$ cat src/rtl/bf16mul_arbiter.sv
// bf16mul_arbiter: round-robin arbiter sharing one combinational bf16 x bf16 -> fp32
// multiplier among NREQ valid/ready requesters, with a 2-stage operand/result pipeline
// and full output backpressure.
// Optional: define BF16MUL_ARB_STATS_EN to add stat_issued / stat_stall counters.

// Combinational bf16 x bf16 -> fp32 multiply. The 8x8 significand product fits the
// fp32 fraction exactly, so no rounding is needed. Subnormal inputs and underflowed
// results flush to signed zero; overflow saturates to signed infinity; any NaN or
// Inf x 0 yields the canonical quiet NaN.
module bfloat16mul (
    input  logic [15:0] a,
    input  logic [15:0] b,
    output logic [31:0] p
);
    logic        sgn;
    logic [7:0]  ea, eb;
    logic        a_zero, b_zero, a_inf, b_inf, a_nan, b_nan;
    logic [15:0] prod;
    logic [9:0]  esum;
    logic [22:0] frac;

    // Classify operands and form the normalised product.
    always_comb begin
        sgn    = a[15] ^ b[15];
        ea     = a[14:7];
        eb     = b[14:7];
        a_zero = (ea == 8'd0);
        b_zero = (eb == 8'd0);
        a_inf  = (ea == 8'hFF) && (a[6:0] == 7'd0);
        b_inf  = (eb == 8'hFF) && (b[6:0] == 7'd0);
        a_nan  = (ea == 8'hFF) && (a[6:0] != 7'd0);
        b_nan  = (eb == 8'hFF) && (b[6:0] != 7'd0);
        prod   = {1'b1, a[6:0]} * {1'b1, b[6:0]};
        // Biased sum still carries one extra bias; subtract 127 only after range checks.
        esum   = {2'b00, ea} + {2'b00, eb} + {9'd0, prod[15]};
        frac   = prod[15] ? {prod[14:0], 8'd0} : {prod[13:0], 9'd0};
        p      = '0;
        if (a_nan || b_nan || (a_inf && b_zero) || (b_inf && a_zero))
            p = 32'h7FC0_0000;
        else if (a_inf || b_inf)
            p = {sgn, 8'hFF, 23'd0};
        else if (a_zero || b_zero || (esum <= 10'd127))
            p = {sgn, 31'd0};
        else if (esum >= 10'd382)
            p = {sgn, 8'hFF, 23'd0};
        else
            p = {sgn, 8'(esum - 10'd127), frac};
    end
endmodule

module bf16mul_arbiter #(
    parameter int NREQ = 4,
    parameter int IDW  = $clog2(NREQ)
) (
    input  logic                 clk,
    input  logic                 rst,
    input  logic [NREQ-1:0]      req_valid,
    output logic [NREQ-1:0]      req_ready,
    input  logic [NREQ*16-1:0]   req_a,
    input  logic [NREQ*16-1:0]   req_b,
    output logic                 out_valid,
    input  logic                 out_ready,
    output logic [31:0]          out_p,
    output logic [IDW-1:0]       out_id
`ifdef BF16MUL_ARB_STATS_EN
    ,
    output logic [31:0]          stat_issued,
    output logic [31:0]          stat_stall
`endif
);
    localparam int unsigned N = NREQ;

    logic            s1_v_q, s1_v_d;
    logic [15:0]     s1_a_q, s1_a_d, s1_b_q, s1_b_d;
    logic [IDW-1:0]  s1_id_q, s1_id_d;
    logic            s2_v_q, s2_v_d;
    logic [31:0]     s2_p_q, s2_p_d;
    logic [IDW-1:0]  s2_id_q, s2_id_d;
    logic [IDW-1:0]  rr_q, rr_d;

    logic            adv1, adv2;
    logic            gnt_any;
    logic [IDW-1:0]  gnt_id, idx;
    logic [31:0]     prod;

    bfloat16mul u_mul (
        .a (s1_a_q),
        .b (s1_b_q),
        .p (prod)
    );

    assign adv2 = !s2_v_q || out_ready;
    assign adv1 = !s1_v_q || adv2;

    // Cyclic priority scan starting at the round-robin pointer.
    always_comb begin
        gnt_any = 1'b0;
        gnt_id  = '0;
        idx     = '0;
        for (int unsigned k = 0; k < N; k++) begin
            idx = IDW'((32'(rr_q) + k) % N);
            if (!gnt_any && req_valid[idx]) begin
                gnt_any = 1'b1;
                gnt_id  = idx;
            end
        end
    end

    // Ready is held low during reset so nothing is accepted in the reset cycle.
    always_comb begin
        req_ready = '0;
        if (!rst && gnt_any && adv1)
            req_ready = {{(NREQ-1){1'b0}}, 1'b1} << gnt_id;
    end

    // Next-state for both pipeline stages and the round-robin pointer.
    always_comb begin
        s1_v_d  = s1_v_q;
        s1_a_d  = s1_a_q;
        s1_b_d  = s1_b_q;
        s1_id_d = s1_id_q;
        s2_v_d  = s2_v_q;
        s2_p_d  = s2_p_q;
        s2_id_d = s2_id_q;
        rr_d    = rr_q;
        if (adv2) begin
            s2_v_d  = s1_v_q;
            s2_p_d  = prod;
            s2_id_d = s1_id_q;
        end
        if (adv1) begin
            s1_v_d = gnt_any;
            if (gnt_any) begin
                s1_a_d  = req_a[16*gnt_id +: 16];
                s1_b_d  = req_b[16*gnt_id +: 16];
                s1_id_d = gnt_id;
                rr_d    = IDW'((32'(gnt_id) + 1) % N);
            end
        end
    end

    // Pipeline and pointer registers with synchronous reset.
    always_ff @(posedge clk) begin
        if (rst) begin
            s1_v_q  <= 1'b0;
            s1_a_q  <= '0;
            s1_b_q  <= '0;
            s1_id_q <= '0;
            s2_v_q  <= 1'b0;
            s2_p_q  <= '0;
            s2_id_q <= '0;
            rr_q    <= '0;
        end else begin
            s1_v_q  <= s1_v_d;
            s1_a_q  <= s1_a_d;
            s1_b_q  <= s1_b_d;
            s1_id_q <= s1_id_d;
            s2_v_q  <= s2_v_d;
            s2_p_q  <= s2_p_d;
            s2_id_q <= s2_id_d;
            rr_q    <= rr_d;
        end
    end

    assign out_valid = s2_v_q;
    assign out_p     = s2_p_q;
    assign out_id    = s2_id_q;

`ifdef BF16MUL_ARB_STATS_EN
    logic [31:0] issued_q, stall_q;

    // Count accepted requests and cycles where requests wait without a grant.
    always_ff @(posedge clk) begin
        if (rst) begin
            issued_q <= '0;
            stall_q  <= '0;
        end else begin
            if (|(req_valid & req_ready))
                issued_q <= issued_q + 32'd1;
            if ((|req_valid) && !(|req_ready))
                stall_q <= stall_q + 32'd1;
        end
    end

    assign stat_issued = issued_q;
    assign stat_stall  = stall_q;
`endif
endmodule

$ cat config.mk
export PLATFORM = sky130hd
export DESIGN_NAME = bf16mul_arbiter
export DESIGN_NICKNAME = d
export VERILOG_FILES = /design/src/rtl/bf16mul_arbiter.sv
export SDC_FILE = /design/constraint.sdc
export NUM_CORES = 1
export LEC_CHECK = 0
export ABC_AREA = 1
export BUFFER_PORTS_ARGS = -buffer_cell sky130_fd_sc_hd__buf_2
export CAP_MARGIN = 0
export CORE_AREA = 2 2 119 121
export CTS_BUF_LIST = sky130_fd_sc_hd__clkbuf_2 sky130_fd_sc_hd__clkbuf_4 sky130_fd_sc_hd__clkbuf_8
export CTS_CLUSTER_DIAMETER = 200
export DETAILED_ROUTE_END_ITERATION = 7
export DIE_AREA = 0 0 121 123
export HOLD_SLACK_MARGIN = 0.05
export MAX_ROUTING_LAYER = met4
export PLACE_DENSITY = 0.83
export SYNTH_ARGS = -nofsm -noshare
export SYNTH_HDL_FRONTEND = slang
export SYNTH_SLANG_ARGS = --single-unit
$ cat constraint.sdc
create_clock -name clk -period 10.9 [get_ports clk]
set_input_delay 0.545 -clock clk [delete_from_list [all_inputs] [get_ports clk]]
set_output_delay 0.545 -clock clk [all_outputs]
set_load 0.02 [all_outputs]
==> results by stage <==
Setup path:
- The timing startpoint of the critical path is s1_b_q[5].
- The setup slack on the worst flop-to-flop path is approximately 4 ns.
- For this run, the slowest stage of the critical path takes approximately 0.56 ns.
- Of all nets on the critical path, the largest fanout is 23.
- The type of the setup path with the least slack is flop to flop.
- Data on the critical path is required at its endpoint by about 11 ns.
- The most repeated library cell on the critical path is sky130_fd_sc_hd__nand2_1.
- The data arrival time of the worst path is 7.14 ns.
- The worst setup path is launched from a flop.
- The startpoint identified for the worst register-to-register timing path is s1_b_q[5].
- The capturing point of the worst reg2reg path is out_p[28].
- STA classifies the critical path endpoint as a flop.
- The worst register-to-register path has a depth of 32.
- The most critical setup path has its endpoint at out_p[28].
- The slowest stage of the critical path is the sky130_fd_sc_hd__dfxtp_1 cell.

Clock tree:
- Buffers inserted to repair hold after CTS numbered 0.
- The clock net in this run drives a total of between 60 and 70 sinks.
- The clock network latency to the later pin of the worst-skew pair is 0.35 ns.
- The clock tree synthesis step divided the H-tree into 3 levels.
- After clock tree synthesis, the clock-pin slew on the worst setup and hold paths is 0.07 ns.
- The maximum count of clock buffers along a single path is 2.
- The post-CTS setup buffer count is 0.
- The TritonCTS clock tree is yes.
- The number of gates resized after CTS was 0.
- In this run the clock root is driven by a sky130_fd_sc_hd__clkbuf_8.
- The number of buffers inserted during clock tree synthesis is 9.

Floorplan:
- For this configuration, the core starts out at a cell density of around 54%.
- The vertical die dimension is ~120 um.
- The floorplan has between 40 and 50 rows.
- The core region area is roughly 14000 um^2.
- The die covers between 10000 and 15000 um^2.
- During I/O placement, the number of pins put on the boundary was 174.
- The chip width is about 120 um.

Detailed routing:
- The detailed router finished its first iteration with ~600 violations.
- After detailed routing, the average wire length per cell comes to 13.0 um.
- For this block, the routed nets add up to between 15000 and 20000 um of wire.
- The number of detailed-route iterations in the first pass is 6.
- The detail route stage leaves a number of antenna-violating nets equal to 0.
- The number of vias per cell after detailed routing is approximately 5.1.
- The via total after detailed routing is between 7000 and 8000.
- The post-detailed-route DRC marker count is 0.

Timing:
- Setup violations remaining at the end of the flow were counted as 0.
- The transition time of the tightest slew-check pin is about 1.1 ns.
- The least setup slack across all paths after layout is about 4.0 ns.
- In the final timing run, aggregate negative setup slack is 0 ns.
- Subtracting the final worst setup slack from the clock period gives between 6 and 7 ns.
- Timing would allow up to ~150 MHz.
- The part of the cycle the worst path needs is between 60% and 70%.
- The max-slew violation count is 0.
- Headroom to the max-slew limit came out at between 20 and 30%.
- Setup repair after global routing left no endpoint under its margin.
- The final count of hold timing violations is 0.
- The worst hold slack across all endpoints is around 0.45 ns.
- Across the routed clock network, the largest skew measured is approximately 0.012 ns.

GRT:
- Summed over all layers, the global routing overflow is 0.
- The first-pass GRT wire length is around 33000 um.
- The number of antenna violations at the first check in global routing is 0.
- The via count of the first global-routing pass is between 7000 and 8000.
- Across every metal layer, demand over resource in global routing totals between 20 and 30%.
- The maximum number of pins on one net before global-route repair is 68.

Placement:
- Timing analysis after detailed placement gives a worst setup slack of ~4.2 ns.
- Routability-driven placement finished with a final weighted congestion of 0.972.
- The final HPWL from detailed placement is 15400 um.
- Counting tap cells, the placed design contains a total of 1482 instances.
- The port buffer count is around 170.

Synth:
- The commonest cells after synthesis are sky130_fd_sc_hd__nand2_1 (431), sky130_fd_sc_hd__inv_1 (204), sky130_fd_sc_hd__nand3_1 (103).
- In the synthesized netlist, the number of instances is around 1200.
- The synthesized netlist occupies a cell area of around 7300 um^2.
- The average cell area after synthesis is 6.15 um^2.
- The share of synthesized area in the top cell type comes to 22.1%.
- The most frequent cell after synthesis is sky130_fd_sc_hd__nand2_1.
- The number of register bits inferred by synthesis is 64.
- For this run, asynchronously set or reset flops after synthesis account for 0%.
- In the post-synthesis netlist, the biggest area contributors are sky130_fd_sc_hd__nand2_1 (22%), sky130_fd_sc_hd__dfxtp_1 (17%), sky130_fd_sc_hd__inv_1 (10%), sky130_fd_sc_hd__fa_1 (10%), sky130_fd_sc_hd__ha_1 (8.2%).
- The synthesized design spends more area on one cell type than any other, namely sky130_fd_sc_hd__nand2_1.
- The fraction of the yosys area taken by sequential cells is 17.5%.
- Yosys mapped a number of flops with a built-in enable equal to 0.
- The top flip-flop cell by instance count after synthesis is sky130_fd_sc_hd__dfxtp_1.
- During synthesis, Yosys emitted a total of 0 warnings.
- The number of different library cells used by synthesis comes to a little over 40.

Hold path:
- The class of the worst hold path is input port to flop.

Outcome:
- The run finished with clean final reports.

Finish:
- The final-stage net count is 1534.
- Relative to the synthesized area, the layout overhead comes to 13.3%.
- The final antenna diode count is 0.
- Once layout is complete, the cells apart from fillers number about 1500.
- The share of layout cells above drive strength 1 is around 16%.

Run:
- The number of max-cap violations is 0.

Power:
- In this run the static leakage power is slightly above 5 nW.
- VDD sags by at most roughly 0.00024 V.
- The power density relative to cell area is about 330 nW/um^2.
- The total power consumption of the routed design is roughly 2.8 mW.
## state kept, by name, summed over array words and instances (netlist names)
register	flops
out_p	24
s1_a_q	16
s1_b_q	16
out_id	2
rr_q	2
s1_id_q	2
out_valid	1
s1_v_q	1
## final cells by class
| cell class | count | area, um^2 |
|---|---|---|
| fillers | 1325 | 5310 |
| multi-input cells | 860 | 4900 |
| flip-flops and latches | 64 | 1280 |
| repair buffers | 168 | 848 |
| inverters | 210 | 788 |
| well taps | 180 | 225 |
| clock buffers | 10 | 138 |
| clock inverters | 6 | 116 |
## kinds of logic (layout without fill, tap and decap cells)
logic type / after synthesis / after routing / share of synthesized area, %
buf+inv: 275 / 394 / 16.0
compound gates: 96 / 96 / 8.11
xor+xnor: 14 / 14 / 1.88
other cells: 1 / 8 / 0.0512
flops: 64 / 64 / 17.5
simple gates: 656 / 656 / 37.9
fa+ha+maj: 86 / 86 / 18.6
## layer usage
metal	track usage, %	vias to the layer above	wire length [um]
met2	50.8	272	9800
met4	7.34	0	431
met5	-	-	0
li1	-	3879	-
met3	2.40	37	937
met1	33.9	3465	8370
## critical path, delay by kind of cell (launching register included)
| family | cells | cell delay [ns] |
|---|---|---|
| AO/OA/AOI/OAI | 1 | 0.17 |
| adder cells (fa/ha/maj) | 7 | 3.34 |
| buffers and inverters | 4 | 0.22 |
| flip-flops | 1 | 0.56 |
| AND/OR/NAND/NOR | 20 | 2.49 |
## worst min path at each step
stage          cells past startpoint          to  slack [ns]  startpoint
6_report                           3  s1_a_q[15]        0.45   req_a[47]
3_5_place_dp                       2   out_p[16]        0.45   out_p[16]
5_1_grt                            3  s1_a_q[15]        0.46   req_a[47]
2_1_floorplan                      2   out_valid        0.44      s1_v_q
3_3_place_gp                       2   out_p[31]        0.45   out_p[31]
4_1_cts                            3  s1_a_q[15]        0.45   req_a[47]
## placed cells by master, fill, tap and decap left out, drive strengths merged
cell    Yosys  layout
a21boi      1       1
a21oi      47      47
a31oi       1       1
and2        2       2
buf        40     168
bufinv      0       3
clkbuf     25      10
clkinv      1       4
conb        1       8
dfxtp      64      64
fa         38      38
ha         48      48
inv       209     209
nand2     436     436
nand3     103     103
nand3b      7       7
nand4      23      23
nor2       56      56
nor3        5       5
nor3b       1       1
o211ai     20      20
o21a        1       1
o21ai      26      26
or2        23      23
xnor2       7       7
xor2        7       7
## per-stage QoR
step | utilization [%] | area [um^2]
final | 61.0 | 8300
after global routing | 61.0 | 8300
after CTS | 61.0 | 8300
after detailed placement | 59.1 | 8050
after global placement | 59.1 | 8050
after floorplan | - | 7350
## report_power, final
part	switching (mW)	internal, mW	total, mW
Sequential	0.109	0.320	0.430
Clock	0.102	0.159	0.261
Combinational	1.36	0.706	2.07
Power figures use the tool's default switching activity.
